[src/rtl/mesi_pkg.sv]
// mesi_pkg: shared types for the MESI coherence unit.
//   mesi_t      - MESI line state encoding (M=00, E=01, S=10, I=11)
//   ccu_state_t - coherence unit FSM states
//   core_id_t   - identifies one of the two L1 controllers
//   core_onehot - turns a core id into a one-hot per-core strobe
package mesi_pkg;

    typedef enum logic [1:0] {
        M = 2'b00,
        E = 2'b01,
        S = 2'b10,
        I = 2'b11
    } mesi_t;

    typedef enum logic [1:0] {
        IDLE     = 2'b00,
        SNOOP    = 2'b01,
        MEM_WAIT = 2'b10,
        RESPOND  = 2'b11
    } ccu_state_t;

    typedef logic core_id_t;

    function automatic logic [1:0] core_onehot(input core_id_t id);
        return id ? 2'b10 : 2'b01;
    endfunction

endpackage

[src/rtl/rr_arbiter2.sv]
// rr_arbiter2: two-way round-robin arbiter.
//   clk, rst  - clock, asynchronous active-high reset
//   req[1:0]  - requesting cores
//   advance   - a grant is being consumed this cycle; rotate priority
//   grant[1:0]- one-hot grant (combinational), zero when nothing requests
// On a tie the core that was not served last wins; after reset core 0 wins.
module rr_arbiter2 (
    input  logic       clk,
    input  logic       rst,
    input  logic [1:0] req,
    input  logic       advance,
    output logic [1:0] grant
);

    // Core favoured on the next tie.
    logic prio;

    always_comb begin
        grant = req;
        if (req == 2'b11) begin
            grant = prio ? 2'b10 : 2'b01;
        end
    end

    always_ff @(posedge clk or posedge rst) begin
        if (rst) begin
            prio <= 1'b0;
        end else if (advance && (grant != 2'b00)) begin
            // The winner just served becomes the loser of the next tie.
            prio <= ~grant[1];
        end
    end

endmodule

[src/rtl/mesi_ccu.sv]
// mesi_ccu: coherence unit serving two L1 controllers, one transaction at a time.
// A granted miss/upgrade snoops the peer L1; on a peer hit the peer's word is
// returned, otherwise (peer miss or snoop timeout) the word is read from memory.
// Ports:
//   clk, rst                 - clock, asynchronous active-high reset
//   core_req/rd/wr/addr      - level requests from core 0/1, held until core_ready
//   core_ready               - one-cycle completion pulse to the requester
//   resp_data, resp_state    - returned word and requester's new MESI state
//   bs_req, snoop_addr       - snoop request to the peer core and its address
//   snoop_upd_state          - peer's new MESI state, applied by the peer on a hit
//   snoop_done, bs_resp,
//   snoop_data               - snoop answer strobe, hit flag and word per core
//   mem_req, mem_addr        - memory read request, held until mem_ready
//   mem_ready, mem_rdata     - memory read strobe and data
module mesi_ccu
    import mesi_pkg::*;
#(
    parameter int ADDR_W   = 32,
    parameter int DATA_W   = 32,
    parameter int SNOOP_TO = 16
) (
    input  logic                   clk,
    input  logic                   rst,
    input  logic [1:0]             core_req,
    input  logic [1:0]             core_rd,
    input  logic [1:0]             core_wr,
    input  logic [1:0][ADDR_W-1:0] core_addr,
    output logic [1:0]             core_ready,
    output logic [DATA_W-1:0]      resp_data,
    output mesi_t                  resp_state,
    output logic [1:0]             bs_req,
    output logic [ADDR_W-1:0]      snoop_addr,
    output mesi_t                  snoop_upd_state,
    input  logic [1:0]             snoop_done,
    input  logic [1:0]             bs_resp,
    input  logic [1:0][DATA_W-1:0] snoop_data,
    output logic                   mem_req,
    output logic [ADDR_W-1:0]      mem_addr,
    input  logic                   mem_ready,
    input  logic [DATA_W-1:0]      mem_rdata
);

    localparam int                CNT_W   = $clog2(SNOOP_TO + 1);
    localparam logic [CNT_W-1:0]  CNT_MAX = CNT_W'(SNOOP_TO);

    ccu_state_t        state;
    core_id_t          req_id;
    logic              is_wr;
    logic [CNT_W-1:0]  to_cnt;
    logic [CNT_W-1:0]  to_cnt_nxt;
    logic [1:0]        eligible;
    logic [1:0]        grant;
    core_id_t          gid;
    core_id_t          peer;

    // Saturating increment: the timeout counter must never wrap back to zero.
    function automatic logic [CNT_W-1:0] sat_inc(input logic [CNT_W-1:0] v);
        return (v == CNT_MAX) ? v : v + 1'b1;
    endfunction

    // A request without a rd/wr qualifier carries no operation and is not arbitrated.
    assign eligible   = core_req & (core_rd | core_wr);
    assign gid        = grant[1];
    assign peer       = ~req_id;
    assign to_cnt_nxt = sat_inc(to_cnt);

    rr_arbiter2 u_arb (
        .clk     (clk),
        .rst     (rst),
        .req     (eligible),
        .advance (state == IDLE),
        .grant   (grant)
    );

    always_ff @(posedge clk or posedge rst) begin
        if (rst) begin
            state           <= IDLE;
            req_id          <= 1'b0;
            is_wr           <= 1'b0;
            to_cnt          <= '0;
            core_ready      <= 2'b00;
            resp_data       <= '0;
            resp_state      <= I;
            bs_req          <= 2'b00;
            snoop_addr      <= '0;
            snoop_upd_state <= I;
            mem_req         <= 1'b0;
            mem_addr        <= '0;
        end else begin
            core_ready <= 2'b00;
            case (state)
                IDLE: begin
                    if (grant != 2'b00) begin
                        req_id          <= gid;
                        // Write (ownership) wins when both qualifiers are high.
                        is_wr           <= core_wr[gid];
                        snoop_addr      <= core_addr[gid];
                        snoop_upd_state <= core_wr[gid] ? I : S;
                        bs_req          <= core_onehot(~gid);
                        to_cnt          <= '0;
                        state           <= SNOOP;
                    end
                end
                SNOOP: begin
                    to_cnt <= to_cnt_nxt;
                    // A real answer takes priority over a timeout in the same cycle.
                    if (snoop_done[peer] && bs_resp[peer]) begin
                        bs_req     <= 2'b00;
                        resp_data  <= snoop_data[peer];
                        resp_state <= is_wr ? M : S;
                        core_ready <= core_onehot(req_id);
                        state      <= RESPOND;
                    end else if (snoop_done[peer] || (to_cnt_nxt == CNT_MAX)) begin
                        bs_req   <= 2'b00;
                        mem_req  <= 1'b1;
                        mem_addr <= snoop_addr;
                        state    <= MEM_WAIT;
                    end
                end
                MEM_WAIT: begin
                    if (mem_ready) begin
                        mem_req    <= 1'b0;
                        resp_data  <= mem_rdata;
                        resp_state <= is_wr ? M : E;
                        core_ready <= core_onehot(req_id);
                        state      <= RESPOND;
                    end
                end
                RESPOND: begin
                    // core_ready is high for exactly this cycle.
                    state <= IDLE;
                end
                default: state <= IDLE;
            endcase
        end
    end

endmodule

[config.mk]
export PLATFORM = sky130hd
export DESIGN_NAME = mesi_ccu
export DESIGN_NICKNAME = d
export VERILOG_FILES = /design/src/rtl/mesi_pkg.sv /design/src/rtl/rr_arbiter2.sv /design/src/rtl/mesi_ccu.sv
export SDC_FILE = /design/constraint.sdc
export NUM_CORES = 1
export LEC_CHECK = 0
export BUFFER_PORTS_ARGS = -buffer_cell sky130_fd_sc_hd__buf_2
export CAP_MARGIN = 20
export CORE_ASPECT_RATIO = 2
export CORE_MARGIN = 5
export CORE_UTILIZATION = 46
export DETAILED_ROUTE_END_ITERATION = 6
export GPL_TIMING_DRIVEN = 0
export PLACE_DENSITY = 0.82
export SLEW_MARGIN = 30
export SYNTH_ARGS = -nofsm -noshare
export SYNTH_HDL_FRONTEND = slang
export SYNTH_SLANG_ARGS = --single-unit
[constraint.sdc]
create_clock -name clk -period 5.6 [get_ports clk]
set_clock_uncertainty 0.05 [all_clocks]
set_input_delay 1.68 -clock clk [delete_from_list [all_inputs] [get_ports clk]]
set_output_delay 1.68 -clock clk [all_outputs]
set_load 0.005 [all_outputs]
==> impl_metrics.toml, run 1 <==
[run_status]
status = "finished clean"

[logic_synthesis]
synth_cell_types = 50
ys_warn_count = 0
synthFlopType = "dfrtp_1"
syn_inst = 495
ys_top_cells_by_area = "dfrtp_1 52%, mux2i_1 6.4%, mux2_2 6.4%, a222oi_1 6.0%, o21ai_0 3.6%"
ys_async_sr_fraction = 1.00
ys_seq_area_frac = 0.538
synth_seq_cells = 114
yosys.area.top_type = "dfrtp_1"
synth_nets = 673
avgSynthCellArea_sq_um = 10.7
synth_area_sq_um = 5310
synth_edf_count = 0
synth_top_area_frac = 0.523

[layout]
mostFrequentLayoutCell = "buf_2"
final_cell_mix = "278 x buf_2, 111 x dfrtp_1, 45 x nand2_1"
nNetsFinal = 969
syn_to_final_growth_pct = 40.2
utilization = 0.656
n_antenna_cell = 0
final_area_sq_um = 7450
drive_gt1_frac = 0.440

[sta]
setup_tns_ns = 0
hold_viol = 0
fin_hold_ws_ns = 0.417
finalSetupViolCount = 0
worstMarginPinSlew_ns = 0.783
fin_crit_ns = 3.31
fin_crit_sh = 0.590
max_freq_mhz = 302
rsz0062_at_grt = "no"
maxSlewHeadroom = 0.474
slew_viol_final = 0

[power_and_ir_drop]
power_uw = 4150
power_leakage_uw = 0.00407
p_per_area_nw_per_um2 = 557
ir_drop_mv = 0.359

[worst_setup_path]
slowest_stage = "o21ai_1"
cp_num_cells = 7
endpoint = "mem_addr[27]$_DFFE_PP0P_"
worstSetupStartpoint = "bs_resp[0]"
worstPathRequired_ns = 5.84
r2r_slack_ns = 2.96
cp.arrival_ns = 3.54
rr_startpoint = "to_cnt[0]$_DFFE_PP0P_"
crit_fanout = 10
critPathTopFamily = "compound AO/OA/AOI/OAI gates"
slowest_delay_ns = 0.49
r2r-end = "mem_addr[27]$_DFFE_PP0P_"
end_kind = "register"
reg2reg_depth = 8
startpoint_type = "input port"
critPathBufInv = 2
crit_type = "in2reg"
crit_chain = "buf_2 -> and3_1 -> o21ai_1 -> nand2_1 -> a21oi_4 -> buf_6 -> mux2_2"

[grt]
grt_use_met2 = 0.434
grt.met1_usage = 0.245
antenna_found_initial = 0
grt_pass1_vias = 5362
overflow = 0
gr-max-usage-layer = "met2"
grt_use_met3 = 0.0832
grt_start_max_net_pins = 63
grt_pass1_wl_microns = 26300
grt_usage = 0.242

[placement]
numPortBuffers = 276
dp_hpwl_microns = 13200
dpl_cell_area_sq_um = 6910
gp_congestion = 0.890

[clock_tree]
htree_levels = 4
cts.repair.resized = 0
path_clk_slew_ns = 0.05
cts-root-buf = "clkbuf_16"
cts_setup_buffers = 0
cts_tree = "done"
ctsHoldBuffers = 0
cts_buffers = 17
cts_buffer_depth = 2
insertion_delay_ns = 0.40
cts.sinks = 114

[floorplan]
num_io_pins = 278
die_h_microns = 162
start_util = 0.468
die_w_microns = 86
dieArea_sq_um = 13900
core.rowCount = 55
coreArea_sq_um = 11400

[route]
firstDrtPassIters = 6
totalWireLength_microns = 16600
drcViolationCount = 0
drt_iter0_drc = 252
avgViaCountPerCell = 5.44
wl_per_cell_microns = 17.6
postRouteAntennaNets = 0
num_vias = 5139

[worst_hold_path]
hp-class = "reg2reg"
hold_depth = 2

[job]
cap_viol_max_count = 0
[worst min-delay path: stages, from the launching register on]
cell	delay (ns)
dfstp_2	0.37
nand2_1	0.05
nand2_1	0.05
[worst min-delay path by stage]
| stage | startpoint | endpoint | slack [ns] |
|---|---|---|---|
| after detailed placement | snoop_upd_state[0]$_DFFE_PP1P_ | snoop_upd_state[0]$_DFFE_PP1P_ | 0.41 |
| after CTS | snoop_upd_state[0]$_DFFE_PP1P_ | snoop_upd_state[0]$_DFFE_PP1P_ | 0.42 |
| after floorplan | snoop_upd_state[0]$_DFFE_PP1P_ | snoop_upd_state[0]$_DFFE_PP1P_ | 0.40 |
| after global routing | snoop_upd_state[0]$_DFFE_PP1P_ | snoop_upd_state[0]$_DFFE_PP1P_ | 0.44 |
| after global placement | snoop_upd_state[0]$_DFFE_PP1P_ | snoop_upd_state[0]$_DFFE_PP1P_ | 0.39 |
| final | snoop_upd_state[0]$_DFFE_PP1P_ | snoop_upd_state[0]$_DFFE_PP1P_ | 0.42 |
[final cells by class]
| type | count | area [sq um] |
|---|---|---|
| buffer | 35 | 160 |
| clock buffer | 19 | 453 |
| clock inverter | 12 | 85.1 |
| fill | 946 | 3900 |
| inverter | 41 | 161 |
| multi-input combinational | 305 | 2150 |
| sequential | 114 | 2860 |
| tap | 142 | 178 |
| timing repair buffer | 277 | 1410 |
[cell families after synthesis]
kind of cell / count (synthesis) / share of synthesized area
mux: 67 / 0.134
buf+inv: 76 / 0.0591
other cells: 1 / 0.000706
simple gates: 98 / 0.0798
flops: 114 / 0.538
compound gates: 132 / 0.174
fa+ha+maj: 5 / 0.0118
xor+xnor: 2 / 0.00330
[cells in the mapped netlist, types with 3 or more instances]
| library cell | n |
|---|---|
| a21oi_1 | 33 |
| a222oi_1 | 32 |
| a22o_1 | 4 |
| a32o_1 | 3 |
| buf_1 | 3 |
| buf_6 | 3 |
| clkbuf_1 | 26 |
| dfrtp_1 | 111 |
| dfstp_2 | 3 |
| ha_1 | 5 |
| inv_1 | 41 |
| mux2_1 | 3 |
| mux2_2 | 30 |
| mux2i_1 | 34 |
| nand2_1 | 45 |
| nand3_1 | 4 |
| nor2_1 | 36 |
| o21ai_0 | 38 |
| o31ai_1 | 3 |
[state kept, by name (all words and copies together), names as in the netlist]
name	flops
mem_req	1
bs_req	2
resp_data	32
to_cnt	5
core_ready	2
state	2
resp_state	2
snoop_upd_state	1
mem_addr	32
snoop_addr	32
is_wr	1
req_id	1
u_arb.prio	1
[metrics by stage]
stage | worst slack, ns | cells
after CTS | 2.24 | 945
after floorplan | 0.859 | 495
final | 2.29 | 945
after detailed placement | 1.80 | 914
after global routing | 2.20 | 945
after global placement | -0.375 | 913
[power by group]
group	internal [uW]	switching [uW]
Sequential	1210	231
Clock	585	377
Combinational	798	947
[metal layers]
metal  vias up  share of wire  wire length (microns)
met5         -              0                      0
met2       281           0.53                   8740
li1       2377              -                      -
met1      2440           0.34                   5690
met3        41           0.10                   1700
met4         0          0.030                    504
(Power assumes the default switching activity.)
==> run 2, diff against run 1 <==
Settings changed: ABC_AREA set to 1, CORE_UTILIZATION 46 to 42, PLACE_DENSITY 0.82 to 0.78.
Clock period 5.6 ns to 2.7 ns, I/O delays scaled along.
==> impl_metrics.toml, run 2 <==
[worst_setup_path]
r2r-end = "snoop_addr[8]$_DFFE_PP0P_"
crit_chain = "inv_1 -> ha_1 -> inv_1 -> a21oi_2 -> inv_2 -> nor2_4 -> buf_4 -> nand2_1 -> o211ai_1"
critPathTopFamily = "buffers and inverters"
startpoint_type = "register"
cp.arrival_ns = 2.38
rr_startpoint = "state[0]$_DFFE_PP0P_"
worstPathRequired_ns = 2.96
slowest_delay_ns = 0.40
worstSetupStartpoint = "state[0]$_DFFE_PP0P_"
end_kind = "register"
reg2reg_depth = 9
slowest_stage = "dfrtp_1"
crit_fanout = 10
cp_num_cells = 9
critPathBufInv = 4
endpoint = "snoop_addr[8]$_DFFE_PP0P_"
cpMostUsedCell = "inv_1"
crit_type = "reg2reg"
r2r_slack_ns = 0.58

[power_and_ir_drop]
ir_drop_mv = 0.658
p_per_area_nw_per_um2 = 1240
power_leakage_uw = 0.00405

[placement]
dp_cells = 1085
gp_congestion = 0.880
pre_cts_ws_ns = 0.297
dpl_cell_area_sq_um = 7230
numPortBuffers = 276
dp_hpwl_microns = 14200

[clock_tree]
htree_levels = 4
cts.repair.resized = 0
cts_tree = "done"
cts_buffer_depth = 2
ctsHoldBuffers = 0
cts-root-buf = "clkbuf_16"
insertion_delay_ns = 0.40
cts_buffers = 17
cts.sinks = 114
path_clk_slew_ns = 0.06
cts_setup_buffers = 0

[grt]
grt_pass1_wl_microns = 28800
grt_usage = 0.226
grt_pass1_vias = 5882
grt_start_max_net_pins = 31
overflow = 0
antenna_found_initial = 4

[logic_synthesis]
ys_top_cells_by_area = "dfrtp_1 50%, nand2_1 13%, a21oi_2 4.6%, o21ai_0 4.4%, o211ai_1 4.3%"
avgSynthCellArea_sq_um = 8.53
synthXorXnorAreaFrac = 0.00157
synthMuxAreaShare = 0
syn_inst = 653
synth-adder-area-share = 0.0112
synth-compound-area-share = 0.171
yosysMostFrequentCell = "nand2_1"
synth_edf_count = 0
synth_top_area_frac = 0.499
ys_seq_area_frac = 0.513
synth_area_sq_um = 5570
synth_cell_types = 34
synth-simple-area-share = 0.219
synth_nets = 831
yosys.area.top_type = "dfrtp_1"
synth_seq_cells = 114
synthFlopType = "dfrtp_1"
ys_async_sr_fraction = 1.00
synth_top_family_by_area = "simple AND/OR/NAND/NOR gates"
synth.cells.most_frequent = "195 x nand2_1, 111 x dfrtp_1, 51 x inv_1"
ys_warn_count = 0

[layout]
fin_cells = 1119
fillerInstances = 1216
final_cell_mix = "281 x buf_2, 195 x nand2_1, 111 x dfrtp_1"
final_area_sq_um = 7860
mostFrequentLayoutCell = "buf_2"
drive_gt1_frac = 0.396
nNetsFinal = 1130
syn_to_final_growth_pct = 41.1
top_regs = "mem_addr x32, resp_data x32, snoop_addr x32"

[sta]
finalSetupViolCount = 0
fin_crit_ns = 2.12
hold_viol = 0
fin_crit_sh = 0.785
slew_viol_final = 0
max_freq_mhz = 472
setup_tns_ns = 0
timing.final.ws_setup_ns = 0.582
worstMarginPinSlew_ns = 0.570
fin_hold_ws_ns = 0.324
maxSlewHeadroom = 0.620
rsz0062_at_grt = "no"

[route]
drcViolationCount = 0
avgViaCountPerCell = 5.00
firstDrtPassIters = 4
num_vias = 5600
postRouteAntennaNets = 0
totalWireLength_microns = 17900
wl_per_cell_microns = 16.0
drt_iter0_drc = 179

[floorplan]
die_h_microns = 173
dieArea_sq_um = 15800
coreArea_sq_um = 13000
core.rowCount = 59
die_w_microns = 91.4
num_io_pins = 278
start_util = 0.429

[job]
cap_viol_max_count = 0

[worst_hold_path]
hp-class = "in2async"

[run_status]
status = "finished clean"
run 2: layout make-up:
class,count,area (sq um),area share
tap,152,190,0.0242
buffer,37,254,0.0323
clock inverter,14,180,0.0229
inverter,55,215,0.0274
sequential,114,2860,0.364
clock buffer,18,439,0.0559
multi-input combinational,447,2250,0.286
timing repair buffer,280,1470,0.187
antenna,2,5.00,0.000637
run 2: worst reg2reg max path, stage by stage (launching register included):
cell and delay [ns]:
dfrtp_1 0.40, inv_1 0.13, ha_1 0.25, inv_1 0.10, a21oi_2 0.36, inv_2 0.14, nor2_4 0.22, buf_4 0.22
nand2_1 0.07, o211ai_1 0.09
run 2: cell families (layout without fill, tap and decap cells):
kind of cell               Yosys count  count (layout)
and+or+nand+nor                    291             291
adders and majority gates            5               5
AOI/OAI and AO/OA                  149             149
xor gates and xnor gates             1               1
DFF                                114             114
buffers and inverters               92             404
other                                1               3
run 2: where the power goes:
| group | internal (uW) | switching (uW) | leakage (uW) |
|---|---|---|---|
| Combinational | 1800 | 2630 | 0.00239 |
| Sequential | 2560 | 427 | 0.00136 |
| Clock | 1490 | 837 | 0.000297 |
| Total | 5850 | 3890 | 0.00405 |
run 2: how the worst min path moves through the flow:
stage | startpoint | to | slack (ns) | cells after the start
6_report | rst | resp_data[0]$_DFFE_PP0P_ | 0.32 | 2
5_1_grt | rst | resp_data[0]$_DFFE_PP0P_ | 0.33 | 2
4_1_cts | rst | resp_data[0]$_DFFE_PP0P_ | 0.32 | 2
3_5_place_dp | bs_req[0]$_DFFE_PP0P_ | bs_req[0]$_DFFE_PP0P_ | 0.41 | 2
3_3_place_gp | bs_req[0]$_DFFE_PP0P_ | bs_req[0]$_DFFE_PP0P_ | 0.41 | 2
2_1_floorplan | is_wr$_DFFE_PP0P_ | resp_state[1]$_DFFE_PP1P_ | 0.37 | 1
run 2: through the flow:
step	util	total power [uW]
3_3_place_gp	0.550	7360
6_report	0.605	9740
4_1_cts	0.604	9860
3_5_place_dp	0.557	7480
2_1_floorplan	-	5740
5_1_grt	0.605	10500
run 2: routing by layer:
layer  vias up  track usage  part of all wire
li1       2740            -                 -
met1      2581        0.240              0.35
met2       232        0.415              0.55
met3        43       0.0478             0.063
met4         4       0.0991             0.034
met5         -            0            0.0012
==> run 3, diff against run 2 <==
Clock period 2.7 ns to 1.8 ns, I/O delays scaled along.
==> impl_metrics.toml, run 3 (synthesis results as in run 2) <==
[placement]
dp_hpwl_microns = 14200
numPortBuffers = 276
gp_congestion = 0.880

[sta]
finalSetupViolCount = 29
fin_crit_ns = 1.85
fin_crit_sh = 1.03
maxSlewHeadroom = 0.622
rsz0062_at_grt = "yes"
timing.final.ws_setup_ns = -0.0548
slew_viol_final = 0
max_freq_mhz = 539
worstMarginPinSlew_ns = 0.566
hold_viol = 0
fin_hold_ws_ns = 0.0511

[route]
drt_iter0_drc = 170
drcViolationCount = 0
num_vias = 5914
postRouteAntennaNets = 0
wl_met2_microns = 11400
route.top_layer_used = "met5"
wl_met1_microns = 6660
avgViaCountPerCell = 5.08
met3WireLength_microns = 1200
wl_per_cell_microns = 17.0
firstDrtPassIters = 4
totalWireLength_microns = 19800

[clock_tree]
cts.sinks = 114
cts-root-buf = "clkbuf_16"
cts_tree = "done"
cts_buffer_depth = 2
cts_buffers = 17
insertion_delay_ns = 0.40
path_clk_slew_ns = 0.06
ctsHoldBuffers = 0
htree_levels = 4

[floorplan]
die_h_microns = 173
core.rowCount = 59
coreArea_sq_um = 13000
die_w_microns = 91.4
num_io_pins = 278
dieArea_sq_um = 15800
start_util = 0.429

[job]
cap_viol_max_count = 0

[worst_setup_path]
crit_fanout = 5
end_kind = "register"
critPathBufInv = 3
slowest_stage = "dfrtp_1"
startpoint_type = "register"
worstPathRequired_ns = 2.04
cp.arrival_ns = 2.09
crit_type = "reg2reg"
crit_chain = "inv_2 -> ha_4 -> nand2_4 -> inv_2 -> nand2_1 -> nand2_1 -> nand2_2 -> nor2_2 -> nand3_2 -> nand2_4 -> nand2_8 -> clkbuf_16 -> nand2_4 -> o21ai_1"
critPathTopFamily = "simple AND/OR/NAND/NOR gates"
cpMostUsedCell = "nand2_4"
slowest_delay_ns = 0.41

[grt]
overflow = 0
grt_usage = 0.236
grt_pass1_vias = 6112
grt_pass1_wl_microns = 30200
grt_start_max_net_pins = 31
antenna_found_initial = 4

[power_and_ir_drop]
clockPowerShare = 0.210
swShare = 0.400
power.share.combinational = 0.516
ir_drop_mv = 1.14
p_per_area_nw_per_um2 = 1910
seqPwrFrac = 0.275
power_leakage_uw = 0.00443
power.internal_uw = 10000
switchingPower_uw = 6670

[layout]
mostFrequentLayoutCell = "buf_2"
final_cell_mix = "282 x buf_2, 170 x nand2_1, 110 x dfrtp_1"
drive_gt1_frac = 0.487
top_regs = "mem_addr x32, resp_data x32, snoop_addr x32"
nNetsFinal = 1176
syn_to_final_growth_pct = 56.9
utilization = 0.673

[worst_hold_path]
hp-class = "in2async"

[run_status]
violations = "negative setup slack"
status = "finished with violations"
[run 3: worst register-to-register path: stages, from the launching register on]
cell,delay [ns]
dfrtp_1,0.41
inv_2,0.11
ha_4,0.15
nand2_4,0.05
inv_2,0.06
nand2_1,0.04
nand2_1,0.07
nand2_2,0.06
nor2_2,0.09
nand3_2,0.10
nand2_4,0.15
nand2_8,0.12
clkbuf_16,0.20
nand2_4,0.05
o21ai_1,0.05
[run 3: layer usage]
metal	track usage	up-vias
met3	0.0491	46
met5	0	-
li1	-	2845
met4	0.0991	4
met2	0.445	248
met1	0.245	2771
[run 3: layout make-up]
class	instances	area, sq um
antenna	2	5.00
buffer	34	304
clock buffer	18	439
clock inverter	14	180
fill	1092	4250
inverter	55	220
multi-input combinational	450	2560
sequential	114	2860
tap	152	190
timing repair buffer	326	1980
[run 3: worst paths after layout]
kind                       cells after the start                   from                         end  slack (ns)
setup / recovery                              14  to_cnt[0]$_DFFE_PP0P_     mem_addr[9]$_DFFE_PP0P_       -0.05
hold / removal                                 2                    rst    resp_data[0]$_DFFE_PP0P_        0.05
setup reg to reg                              14  to_cnt[0]$_DFFE_PP0P_     mem_addr[9]$_DFFE_PP0P_       -0.05
hold reg to reg                                2  bs_req[0]$_DFFE_PP0P_       bs_req[0]$_DFFE_PP0P_        0.42
max in group asynchronous                      4                    rst   resp_state[0]$_DFFE_PP1P_        0.93
min in group clk                               3          core_addr[21]  snoop_addr[21]$_DFFE_PP0P_        0.31
[run 3: power by group through the flow]
stage          clock network [uW]  registers, uW  logic (uW)
2_1_floorplan                   0           4590        4020
3_3_place_gp                    0           4460        6590
3_5_place_dp                    0           4490        6740
4_1_cts                      3550           4470        7750
5_1_grt                      3650           4730        9390
6_report                     3500           4580        8600
[run 3: stage by stage]
| step | power [uW] | setup WS (ns) | cells | TNS (ns) | area, sq um |
|---|---|---|---|---|---|
| 3_5_place_dp | 11200 | -0.355 | 1085 | -20.62 | 7230 |
| 2_1_floorplan | 8600 | -0.173 | 653 | -19.20 | 5570 |
| 6_report | 16700 | -0.0548 | 1165 | -0.929 | 8740 |
| 3_3_place_gp | 11000 | -0.969 | 1081 | -123.75 | 7140 |
| 4_1_cts | 15800 | 0.00603 | 1146 | 0 | 8250 |
| 5_1_grt | 17800 | -0.149 | 1165 | -4.27 | 8740 |
[run 3: repair_timing]
| item | 4_1_cts | 5_1_grt |
|---|---|---|
| setup buffers | 25 | 11 |
| gates cloned | 4 | 10 |
| pin swaps | 2 | 9 |
| gates resized for setup | 42 | 89 |
| endpoints found under the setup margin | 108 | 108 |
